**config.mk**
```make
export PLATFORM = sky130hd
export DESIGN_NAME = alu_arbiter
export DESIGN_NICKNAME = d
export VERILOG_FILES = /design/src/rtl/alu_arbiter.sv
export SDC_FILE = /design/constraint.sdc
export NUM_CORES = 1
export LEC_CHECK = 0
export BUFFER_PORTS_ARGS = -buffer_cell sky130_fd_sc_hd__buf_2
export CAP_MARGIN = 25
export CORE_MARGIN = 4
export CORE_UTILIZATION = 30
export CTS_BUF_LIST = sky130_fd_sc_hd__clkbuf_16
export CTS_CLUSTER_SIZE = 10
export DETAILED_ROUTE_END_ITERATION = 10
export PLACE_DENSITY = 0.57
export SLEW_MARGIN = 20
export SYNTH_ARGS = -nofsm -noshare
export SYNTH_HDL_FRONTEND = slang
export SYNTH_SLANG_ARGS = --single-unit
```
**constraint.sdc**
```tcl
create_clock -name clk -period 4.9 [get_ports clk]
set_input_delay 0.245 -clock clk [delete_from_list [all_inputs] [get_ports clk]]
set_output_delay 0.245 -clock clk [all_outputs]
set_load 0.03 [all_outputs]
```
**src/rtl/alu_arbiter.sv**
```systemverilog
// Round-robin arbiter that shares one ALU among NUM_REQ requesters and
// registers each result into a single-entry response buffer tagged with the requester id.
module alu #(
    parameter int unsigned WORD_LEN = 8
) (
    input  logic [3:0]          op_select,
    input  logic [WORD_LEN-1:0] a,
    input  logic [WORD_LEN-1:0] b,
    output logic [WORD_LEN-1:0] result,
    output logic                zero,
    output logic                carry
);
    logic [WORD_LEN:0] wide;

    // 0x0 add (carry out), 0x1 sub (carry = borrow), 0x2 and, 0x8 or, 0x9 xor
    always_comb begin
        wide = '0;
        case (op_select)
            4'h0:    wide = {1'b0, a} + {1'b0, b};
            4'h1:    wide = {1'b0, a} - {1'b0, b};
            4'h2:    wide = {1'b0, a & b};
            4'h8:    wide = {1'b0, a | b};
            4'h9:    wide = {1'b0, a ^ b};
            default: wide = '0;
        endcase
        result = wide[WORD_LEN-1:0];
        carry  = wide[WORD_LEN];
        zero   = (wide[WORD_LEN-1:0] == '0);
    end
endmodule

module alu_arbiter #(
    parameter int unsigned WORD_LEN = 8,
    parameter int unsigned NUM_REQ  = 4,
    localparam int unsigned ID_W    = (NUM_REQ > 1) ? $clog2(NUM_REQ) : 1
) (
    input  logic                        clk,
    input  logic                        rst,
    input  logic [NUM_REQ-1:0]          req_valid,
    output logic [NUM_REQ-1:0]          req_ready,
    input  logic [4*NUM_REQ-1:0]        req_op,
    input  logic [WORD_LEN*NUM_REQ-1:0] req_a,
    input  logic [WORD_LEN*NUM_REQ-1:0] req_b,
    output logic                        rsp_valid,
    input  logic                        rsp_ready,
    output logic [ID_W-1:0]             rsp_id,
    output logic [WORD_LEN-1:0]         rsp_result,
    output logic                        rsp_zero,
    output logic                        rsp_carry,
    output logic                        rsp_err
);
    logic [ID_W-1:0]     ptr_q, ptr_d, gnt;
    logic                found, accept, xfer, legal;
    int unsigned         idx;
    logic [3:0]          sel_op;
    logic [WORD_LEN-1:0] sel_a, sel_b, alu_result;
    logic                alu_zero, alu_carry;

    logic                rsp_valid_q, rsp_valid_d;
    logic [ID_W-1:0]     rsp_id_q, rsp_id_d;
    logic [WORD_LEN-1:0] rsp_result_q, rsp_result_d;
    logic                rsp_zero_q, rsp_zero_d;
    logic                rsp_carry_q, rsp_carry_d;
    logic                rsp_err_q, rsp_err_d;

    // First valid requester at or after ptr, wrapping modulo NUM_REQ
    always_comb begin
        found = 1'b0;
        gnt   = '0;
        idx   = 0;
        for (int unsigned k = 0; k < NUM_REQ; k++) begin
            idx = (32'(ptr_q) + k) % NUM_REQ;
            if (!found && req_valid[idx]) begin
                found = 1'b1;
                gnt   = ID_W'(idx);
            end
        end
    end

    assign accept    = !rsp_valid_q || rsp_ready;
    assign xfer      = accept && found && !rst;
    assign req_ready = xfer ? (NUM_REQ'(1) << gnt) : '0;

    assign sel_op = req_op[32'(gnt)*4 +: 4];
    assign sel_a  = req_a[32'(gnt)*WORD_LEN +: WORD_LEN];
    assign sel_b  = req_b[32'(gnt)*WORD_LEN +: WORD_LEN];
    assign legal  = (sel_op == 4'h0) || (sel_op == 4'h1) || (sel_op == 4'h2) ||
                    (sel_op == 4'h8) || (sel_op == 4'h9);

    alu #(.WORD_LEN(WORD_LEN)) u_alu (
        .op_select (sel_op),
        .a         (sel_a),
        .b         (sel_b),
        .result    (alu_result),
        .zero      (alu_zero),
        .carry     (alu_carry)
    );

    always_comb begin
        ptr_d        = ptr_q;
        rsp_valid_d  = rsp_valid_q;
        rsp_id_d     = rsp_id_q;
        rsp_result_d = rsp_result_q;
        rsp_zero_d   = rsp_zero_q;
        rsp_carry_d  = rsp_carry_q;
        rsp_err_d    = rsp_err_q;
        if (xfer) begin
            ptr_d        = (32'(gnt) == NUM_REQ - 1) ? '0 : gnt + 1'b1;
            rsp_valid_d  = 1'b1;
            rsp_id_d     = gnt;
            rsp_result_d = legal ? alu_result : '0;
            rsp_zero_d   = legal && alu_zero;
            rsp_carry_d  = legal && alu_carry;
            rsp_err_d    = !legal;
        end else if (rsp_ready) begin
            rsp_valid_d = 1'b0;
        end
    end

    always_ff @(posedge clk or posedge rst) begin
        if (rst) begin
            ptr_q        <= '0;
            rsp_valid_q  <= 1'b0;
            rsp_id_q     <= '0;
            rsp_result_q <= '0;
            rsp_zero_q   <= 1'b0;
            rsp_carry_q  <= 1'b0;
            rsp_err_q    <= 1'b0;
        end else begin
            ptr_q        <= ptr_d;
            rsp_valid_q  <= rsp_valid_d;
            rsp_id_q     <= rsp_id_d;
            rsp_result_q <= rsp_result_d;
            rsp_zero_q   <= rsp_zero_d;
            rsp_carry_q  <= rsp_carry_d;
            rsp_err_q    <= rsp_err_d;
        end
    end

    assign rsp_valid  = rsp_valid_q;
    assign rsp_id     = rsp_id_q;
    assign rsp_result = rsp_result_q;
    assign rsp_zero   = rsp_zero_q;
    assign rsp_carry  = rsp_carry_q;
    assign rsp_err    = rsp_err_q;
endmodule

```
==> out/results.ini, run 1 <==
[outcome]
status = finished, final reports clean

[global_routing]
grt_overflow = 0
busiest_layer = met2
grt_max_degree = 28
grt_util_met3_pct = 1.246
track_usage_pct = 15.11
met1_usage_pct = 20.34
met2_usage_pct = 26.43
grt_pass1_vias = 2618
antenna_found_initial = 0
grt_first_pass_wirelength_mm = 12.55

[synthesis]
syn_avg_cell_area_um2 = 7.667
synth_area_mm2 = 0.002576
ys_ff_latch = 16
synth_top_area_cell = dfrtp_1
synth_cells = 336
async_flop_share_pct = 100.0
synth.distinct_cells = 60
ys_top_cells_by_area = dfrtp_1, ha_1, mux2i_1
synth_nets = 452
synth_top_area_share_pct = 15.54
ys.flop_type = dfrtp_1
ys_warn_count = 0
yosysSeqAreaShare_pct = 15.54
synth-edff-count = 0

[clock_tree]
clock-root-buffer = clkbuf_16
numClockSinks = 16
clk_latency_ns = 0.24
cts_resized = 0
clk_pin_slew_ns = 0.05
h-tree-depth = 1
cts_buffer_depth = 2
holdBufCountCts = 0
cts_buffers = 3
cts_tree = yes
cts_setup_buffers = 0

[floorplanning]
die_w_um = 100.7
core_mm2 = 0.008299
die_h_um = 100.7
io_pins = 105
num_rows = 33
fp.dieArea_mm2 = 0.01013
start_util_pct = 31.04

[critical_path]
worstSetupStartpointType = flip-flop
cp-end-kind = flip-flop
worst-endpoint-required_ns = 5.03
cp_data_arrival_time_ns = 4.65
critPathKind = flip-flop to flip-flop
cp_max_fo = 27
slowest_stage = fa_1
max_stage_delay_ns = 0.46
cp_cell_sequence = nand2b_1 -> a21o_2 -> nand2_4 -> inv_4 -> mux2i_1 -> mux2_2 -> nand2_1 -> nor3_4 -> mux2i_1 -> fa_1 -> a21o_1 -> a21oi_1 -> nor2_1 -> o31a_1 -> a21oi_1 -> nor2_1 -> a211oi_1 -> nor4b_2 -> a32o_1

[layout]
fillers = 894
area.growth.synth_to_final_pct = 27.15
register_area_um2 = 400.4
final_nets = 553
drive_gt1_share_pct = 31.19
final_cells = 541
antenna_cells = 0
multi_input_area_mm2 = 0.002002

[routing]
routed_wl_mm = 7.746
ant_nets = 0
drtIter0Drc = 115
vias = 2671
drc = 0
avgRoutedWirePerCell_um = 14.32
post_drt_via_cell_ratio = 4.937
dr.pass1.iters = 4

[sta]
clock.fmax_mhz = 221.3
min_period_ns = 4.518
tns_ns = 0
post-route-period-util_pct = 92.21
finalHoldViolations = 0
setup_violations = 0
report.final.slew_viol_count = 0
relSlewSlack_pct = 53.96
skew_ns = 0.003170
rsz0062_at_grt = false
worst_slew_pin_slew_ns = 0.6906

[power]
power.density_mw_per_mm2 = 666.2
peakVddDrop_v = 0.0001790
p_leak_nw = 1.739

[placed_design]
dp_cells = 537
io_buffers = 104
dpl.hpwl_mm = 6.482
place_congestion = 0.8840

[run]
cap_violations = 0

[hold_path]
hold_class = input pin to asynchronous set/reset pin

-- logic make-up (layout without fill, tap and decap cells) --
family                   after synthesis  after routing  share of synthesized area [%]
AND/OR/NAND/NOR                      129            129                          23.99
multiplexers                          32             32                          12.68
AO/OA/AOI/OAI                         80             80                          22.68
adder cells (fa/ha/maj)               29             29                          14.38
XOR/XNOR                              11             11                          3.740
flip-flops                            16             16                          15.54
buffers and inverters                 39            139                          6.994
-- metrics by stage --
step           utilization [%]  power, mW  instance area [µm²]  worst slack (ns)  hold slack [ns]
5_1_grt                  39.47      2.443                 3276           0.01838           0.1628
6_report                 39.47      2.182                 3276            0.3816          0.08054
2_1_floorplan                -      1.614                 2576            0.7586           0.1587
3_3_place_gp             38.44      2.009                 3191            0.4833           0.3532
3_5_place_dp             38.44      2.019                 3191            0.2945           0.3632
4_1_cts                  39.39      2.190                 3269            0.2697           0.1040
-- cell type report --
type                       count  area share (%)
multi-input combinational    281           61.12
timing repair buffer         110           17.27
sequential                    16           12.22
tap                          105           4.011
inverter                      25           2.979
clock buffer                   3           2.292
clock inverter                 1          0.1146
-- per-layer routing --
layer	up-vias	wire [µm]	share of wire, %
met5	-	0	0
met4	0	57	0.74
met3	6	473	6.1
met2	82	3771	49
met1	1198	3444	44
li1	1385	-	-
-- Yosys cell counts (7+ instances only) --
library cell	count
a211oi_1	9
a21oi_1	15
and2_1	8
and3_1	7
dfrtp_1	16
ha_1	28
inv_1	23
mux2i_1	27
nand2_1	66
nand3_1	11
nor2_1	15
o21ai_0	17
xnor2_1	9
-- final timing paths --
| path | slack, ns | to | startpoint | cells after the start |
|---|---|---|---|---|
| max | 0.38 | rsp_zero | ptr_q[0] | 19 |
| min | 0.08 | rsp_result[6] | rst | 2 |
| max reg2reg | 0.38 | rsp_zero | ptr_q[0] | 19 |
| min reg2reg | 0.48 | rsp_id[0] | rsp_id[0] | 2 |
| max in group asynchronous | 4.42 | rsp_id[0] | rst | 2 |
| min in group clk | 0.29 | rsp_valid | rst | 3 |
-- registers in the layout, indices dropped and copies added, names as in the netlist --
register and cells:
rsp_id 2, rsp_zero 1, ptr_q 2, rsp_valid 1, rsp_result 8, rsp_err 1
rsp_carry 1
-- power by group --
part | switching [mW] | leakage, nW | total [mW] | internal, mW
logic | 1.08 | 1.49 | 1.81 | 0.739
registers | 0.0306 | 0.205 | 0.211 | 0.180
clock network | 0.0492 | 0.0385 | 0.157 | 0.108
total | 1.16 | 1.74 | 2.18 | 1.03
-- layout by cell type, fill, tap and decap left out, drive strengths merged, types with 11 or more instances in the layout --
cell type	netlist	layout
mux2i	27	27
nor2	16	16
buf	12	110
dfrtp	16	16
ha	28	28
nand2	68	68
o21ai	18	18
nand3	11	11
a21oi	15	15
inv	24	24
-- worst max-delay path: cells and delay by family, from the launching register on --
kind | cells | cell delay, ns
buffers and inverters | 1 | 0.25
adders and majority gates | 1 | 0.46
DFF | 1 | 0.39
and+or+nand+nor | 7 | 1.05
muxes | 3 | 0.63
AOI/OAI and AO/OA | 7 | 1.64
Power figures use the tool's default switching activity.
==> run 2: changes to the inputs <==
--- a/config.mk
+++ b/config.mk
@@ -5,6 +5,7 @@
 export SDC_FILE = /design/constraint.sdc
 export NUM_CORES = 1
 export LEC_CHECK = 0
+export ABC_AREA = 1
 export BUFFER_PORTS_ARGS = -buffer_cell sky130_fd_sc_hd__buf_2
 export CAP_MARGIN = 25
 export CORE_MARGIN = 4
@@ -12,7 +13,7 @@
 export CTS_BUF_LIST = sky130_fd_sc_hd__clkbuf_16
 export CTS_CLUSTER_SIZE = 10
 export DETAILED_ROUTE_END_ITERATION = 10
-export PLACE_DENSITY = 0.57
+export PLACE_DENSITY = 0.56
 export SLEW_MARGIN = 20
 export SYNTH_ARGS = -nofsm -noshare
 export SYNTH_HDL_FRONTEND = slang
==> out/results.ini, run 2 <==
[clock_tree]
clock-root-buffer = clkbuf_16  ; unchanged
cts_tree = yes  ; unchanged
cts_buffer_depth = 2  ; unchanged
h-tree-depth = 1  ; unchanged
cts_buffers = 3  ; unchanged
numClockSinks = 16  ; unchanged
clk_latency_ns = 0.24  ; about the same
clk_pin_slew_ns = 0.05  ; about the same

[synthesis]
ys_ff_latch = 16  ; unchanged
synth_common_cells = nand2_1, inv_1, nand3_1, nor2_1, ha_1  ; was nand2_1, ha_1, mux2i_1, inv_1, o21ai_0
synth.distinct_cells = 37  ; was 60
synth_area_mm2 = 0.002965  ; was 0.002576 mm²
synth_nets = 608  ; was 452
synth_cells = 492  ; was 336
syn_avg_cell_area_um2 = 6.027  ; was 7.667 µm²
async_flop_share_pct = 100.0  ; unchanged
ys_warn_count = 0  ; unchanged
synth_top_area_share_pct = 22.03  ; was 15.54%
ys.flop_type = dfrtp_1  ; unchanged
synth_top_area_cell = nand2_1  ; was dfrtp_1
yosysSeqAreaShare_pct = 13.50  ; was 15.54%
yosysMostFrequentCell = nand2_1  ; unchanged
ys_top_cells_by_area = nand2_1, dfrtp_1, ha_1  ; was dfrtp_1, ha_1, mux2i_1
synth-edff-count = 0  ; unchanged

[floorplanning]
io_pins = 105  ; unchanged
fp.dieArea_mm2 = 0.01154  ; was 0.01013 mm²
die_w_um = 107.4  ; was 100.7 µm
core_mm2 = 0.009684  ; was 0.008299 mm²
start_util_pct = 30.62  ; was 31.04%
die_h_um = 107.4  ; was 100.7 µm
num_rows = 36  ; was 33

[hold_path]
hold_class = input pin to asynchronous set/reset pin  ; unchanged

[global_routing]
grt_pass1_vias = 3143  ; was 2618
grt_first_pass_wirelength_mm = 14.51  ; was 12.55 mm
grt_max_degree = 31  ; was 28
track_usage_pct = 15.15  ; was 15.11%
antenna_found_initial = 0  ; unchanged
grt_overflow = 0  ; unchanged

[critical_path]
worstSetupStartpointType = flip-flop  ; unchanged
cp_data_arrival_time_ns = 4.62  ; was 4.65 ns
cpMostUsedCell = nand2_1
worst-endpoint-required_ns = 5.09  ; was 5.03 ns
slowest_stage = dfrtp_2  ; was fa_1
cp_max_fo = 12  ; was 27
critPathKind = flip-flop to flip-flop  ; unchanged
cp-end-kind = flip-flop  ; unchanged
max_stage_delay_ns = 0.50  ; was 0.46 ns

[outcome]
status = finished, final reports clean  ; unchanged

[sta]
post-route-period-util_pct = 90.58  ; was 92.21%
report.final.slew_viol_count = 0  ; unchanged
skew_ns = 0.001284  ; was 0.003170 ns
finalHoldViolations = 0  ; unchanged
worst_slew_pin_slew_ns = 0.6483  ; was 0.6906 ns
min_period_ns = 4.438  ; was 4.518 ns
setup_slack_ns = 0.4616  ; was 0.3816 ns
clock.fmax_mhz = 225.3  ; was 221.3 MHz
relSlewSlack_pct = 56.73  ; was 53.96%
setup_violations = 0  ; unchanged

[routing]
drc = 0  ; unchanged
post_drt_via_cell_ratio = 4.622  ; was 4.937
ant_nets = 0  ; unchanged
avgRoutedWirePerCell_um = 12.44  ; was 14.32 µm
routed_wl_mm = 9.019  ; was 7.746 mm
drtIter0Drc = 106  ; was 115
dr.pass1.iters = 4  ; unchanged
vias = 3351  ; was 2671

[layout]
final_util_pct = 38.14  ; was 39.47%
final_nets = 710  ; was 553
final_cells = 725  ; was 541
finalInstanceArea_mm2 = 0.003694  ; was 0.003276 mm²
area.growth.synth_to_final_pct = 24.56  ; was 27.15%
layout_commonest_cell = nand2_1  ; was buf_2
fillers = 1076  ; was 894
largest_register_ffs = 8  ; unchanged
antenna_cells = 0  ; unchanged
drive_gt1_share_pct = 28.55  ; was 31.19%
final_cell_mix = nand2_1, buf_2, inv_1, nand3_1, nor2_1  ; was buf_2, nand2_1, ha_1, mux2i_1, inv_1

[placed_design]
place_congestion = 0.8998  ; was 0.8840
io_buffers = 104  ; unchanged
place_ws_ns = 0.2105  ; was 0.2945 ns
placed_cell_area_mm2 = 0.003570  ; was 0.003191 mm²
dpl.hpwl_mm = 7.361  ; was 6.482 mm
dp_cells = 718  ; was 537

[run]
cap_violations = 0  ; unchanged

==> run 2: cell types whose count changed after synthesis, moves of 9 or more <==
cell and delta:
nand4_1 +11, o21ai_0 -10, nor2_1 +18, nand2_1 +108, nand2_2 +16, nand3_1 +38
o21ai_1 +13, inv_1 +32, mux2i_1 -27, a211oi_1 -9
==> run 2: worst paths after layout <==
kind,slack [ns],startpoint,endpoint,cells past startpoint
worst max-delay path,0.46,ptr_q[0],rsp_zero,31
worst min-delay path,0.09,rst,rsp_result[3],2
worst max register to register,0.46,ptr_q[0],rsp_zero,31
worst min register to register,0.47,rsp_id[1],rsp_id[1],2
max in group asynchronous,4.36,rst,ptr_q[0],2
min in group clk,0.29,rsp_ready,rsp_valid,4
==> run 2: logic make-up (layout without fill, tap and decap cells) <==
family	after synthesis	after routing	synth area share (%)
buf+inv	84	183	13.42
xor+xnor	10	10	2.954
fa+ha+maj	29	29	12.49
compound gates	48	48	10.21
flops	16	16	13.50
simple gates	305	306	47.43
==> run 2: what timing repair did <==
item,4_1_cts,5_1_grt
gates resized for setup,0,6
setup endpoints to repair,0,4
endpoints found under the hold margin,0,0
hold buffers,0,0
setup buffers,0,3
==> run 2: metal layers <==
layer  track usage [%]  share of wire, %
met5                 0                 0
met4             2.435              0.64
met3             2.220               6.8
met2             25.69                45
met1             20.73                47
==> run 2: critical path, delay by kind of cell, from the launching register on <==
kind                       cells  cell delay [ns]
and+or+nand+nor               22             2.56
DFF                            1             0.50
adders and majority gates      1             0.35
AOI/OAI and AO/OA              1             0.07
xor gates and xnor gates       2             0.27
buffers and inverters          5             0.61
==> run 2: cell type report <==
cell class                      instances  area [µm²]  area share [%]
Multi-Input combinational cell        393        2190           59.28
Sequential cell                        16       401.6           10.87
Inverter                               64       250.2           6.775
Tap cell                              133       166.4           4.505
Timing Repair Buffer                  116       610.6           16.53
Clock buffer                            3       75.07           2.033
==> run 2: through the flow <==
stage               hold slack (ns)   TNS (ns)
floorplan                    0.1671          0
global placement             0.3537          0
detailed placement           0.3582          0
CTS                          0.1002          0
global route                 0.1352  -0.006054
finish                      0.08537          0
Power of run 2 is left out: the tool's default activity adds up to more than one toggle a clock period on the data nets, which glitch-free logic cannot reach.
==> run 3: changes to the inputs <==
--- a/config.mk
+++ b/config.mk
@@ -13,7 +13,8 @@
 export CTS_BUF_LIST = sky130_fd_sc_hd__clkbuf_16
 export CTS_CLUSTER_SIZE = 10
 export DETAILED_ROUTE_END_ITERATION = 10
-export PLACE_DENSITY = 0.56
+export PLACE_DENSITY = 0.5
+export SKIP_CTS_REPAIR_TIMING = 1
 export SLEW_MARGIN = 20
 export SYNTH_ARGS = -nofsm -noshare
 export SYNTH_HDL_FRONTEND = slang
==> out/results.ini, run 3 (synthesized netlist as in run 2, its figures left out) <==
[sta]
tns_ns = 0  ; unchanged
min_period_ns = 4.448  ; was 4.438 ns
worst_slew_pin_slew_ns = 0.6139  ; was 0.6483 ns
finalHoldViolations = 0  ; unchanged
setup_violations = 0  ; unchanged
report.final.slew_viol_count = 0  ; unchanged
skew_ns = 0.004099  ; was 0.001284 ns
holdWs_ns = 0.07484  ; was 0.08537 ns
post-route-period-util_pct = 90.77  ; was 90.58%
clock.fmax_mhz = 224.8  ; was 225.3 MHz
relSlewSlack_pct = 59.03  ; was 56.73%
setup_slack_ns = 0.4521  ; was 0.4616 ns

[clock_tree]
clk_latency_ns = 0.24  ; about the same
clock-root-buffer = clkbuf_16  ; unchanged
cts_buffer_depth = 2  ; unchanged
h-tree-depth = 1  ; unchanged
clk_pin_slew_ns = 0.05  ; about the same
cts_tree = yes  ; unchanged
numClockSinks = 16  ; unchanged
cts_buffers = 3  ; unchanged

[placed_design]
place_ws_ns = 0.3130  ; was 0.2105 ns
dpl.hpwl_mm = 7.469  ; was 7.361 mm
place_congestion = 0.8858  ; was 0.8998
io_buffers = 104  ; unchanged

[floorplanning]
start_util_pct = 30.62  ; unchanged
core_mm2 = 0.009684  ; unchanged
io_pins = 105  ; unchanged
num_rows = 36  ; unchanged
fp.dieArea_mm2 = 0.01154  ; unchanged
die_h_um = 107.4  ; unchanged
die_w_um = 107.4  ; unchanged

[routing]
vias = 3332  ; was 3351
avgRoutedWirePerCell_um = 12.23  ; was 12.44 µm
dr.pass1.iters = 4  ; unchanged
routed_wl_mm = 8.931  ; was 9.019 mm
ant_nets = 0  ; unchanged
post_drt_via_cell_ratio = 4.564  ; was 4.622
drtIter0Drc = 140  ; was 106
drc = 0  ; unchanged

[layout]
final_nets = 715  ; was 710
final_cell_mix = nand2_1, buf_2, inv_1, nand3_1, nor2_1  ; unchanged
largest_register_ffs = 8  ; unchanged
drive_gt1_share_pct = 29.15  ; was 28.55%
antenna_cells = 0  ; unchanged
area.growth.synth_to_final_pct = 26.16  ; was 24.56%
layout_commonest_cell = nand2_1  ; unchanged
final_util_pct = 38.63  ; was 38.14%
fillers = 1052  ; was 1076

[hold_path]
hold_class = input pin to asynchronous set/reset pin  ; unchanged

[critical_path]
worstSetupStartpointType = flip-flop  ; unchanged
cp-end-kind = flip-flop  ; unchanged
max_stage_delay_ns = 0.49  ; was 0.50 ns
cp_max_fo = 17  ; was 12
cp_data_arrival_time_ns = 4.63  ; was 4.62 ns
cpMostUsedCell = nand2_1  ; unchanged
worst-endpoint-required_ns = 5.08  ; was 5.09 ns
critPathKind = flip-flop to flip-flop  ; unchanged
slowest_stage = dfrtp_2  ; unchanged

[global_routing]
antenna_found_initial = 0  ; unchanged
grt_pass1_vias = 3166  ; was 3143
grt_first_pass_wirelength_mm = 14.88  ; was 14.51 mm
grt_overflow = 0  ; unchanged
grt_max_degree = 31  ; unchanged
track_usage_pct = 15.46  ; was 15.15%

[outcome]
status = finished, final reports clean  ; unchanged

[run]
cap_violations = 0  ; unchanged

run 3: cell types whose count changed in the layout (fill, tap and decap cells not counted), sizes merged:
cell	before	now
buf	116	122
nand3	55	54
run 3: area by class of cell:
class / count / area [µm²] / area share, %
timing repair buffer: 122 / 659.4 / 17.63
tap: 133 / 166.4 / 4.448
clock buffer: 3 / 75.07 / 2.007
inverter: 64 / 247.7 / 6.622
multi-input combinational: 392 / 2191 / 58.56
sequential: 16 / 401.6 / 10.74
run 3: stage by stage:
step,cell area (µm²),cells
6_report,3741,730
3_5_place_dp,3570,718
3_3_place_gp,3570,718
2_1_floorplan,2965,492
4_1_cts,3645,721
5_1_grt,3741,730
run 3: layer usage:
layer / global-route usage [%] / wire (µm) / part of all wire, % / vias up
li1: - / - / - / 1782
met1: 22.36 / 4300 / 48 / 1442
met2: 25.51 / 4041 / 45 / 102
met3: 1.140 / 543 / 6.1 / 6
met4: 2.615 / 45 / 0.50 / 0
met5: 0 / 0 / 0 / -
run 3: path summary, 6_finish.rpt:
check	startpoint	to	slack [ns]	cells after the start
min in group clk	rsp_ready	rsp_valid	0.27	4
max in group asynchronous	rst	ptr_q[0]	4.38	2
worst max-delay path	ptr_q[0]	rsp_zero	0.45	33
worst max register to register	ptr_q[0]	rsp_zero	0.45	33
worst min-delay path	rst	rsp_result[5]	0.07	2
worst min register to register	rsp_result[2]	rsp_result[2]	0.48	2
run 3: worst max-delay path: cells and delay by family (launching register included):
kind | cells | cell delay, ns
AOI/OAI and AO/OA | 1 | 0.07
xor gates and xnor gates | 2 | 0.28
adders and majority gates | 1 | 0.35
buffers and inverters | 5 | 0.64
DFF | 1 | 0.49
and+or+nand+nor | 24 | 2.57
Power of run 3 is left out for the same reason.
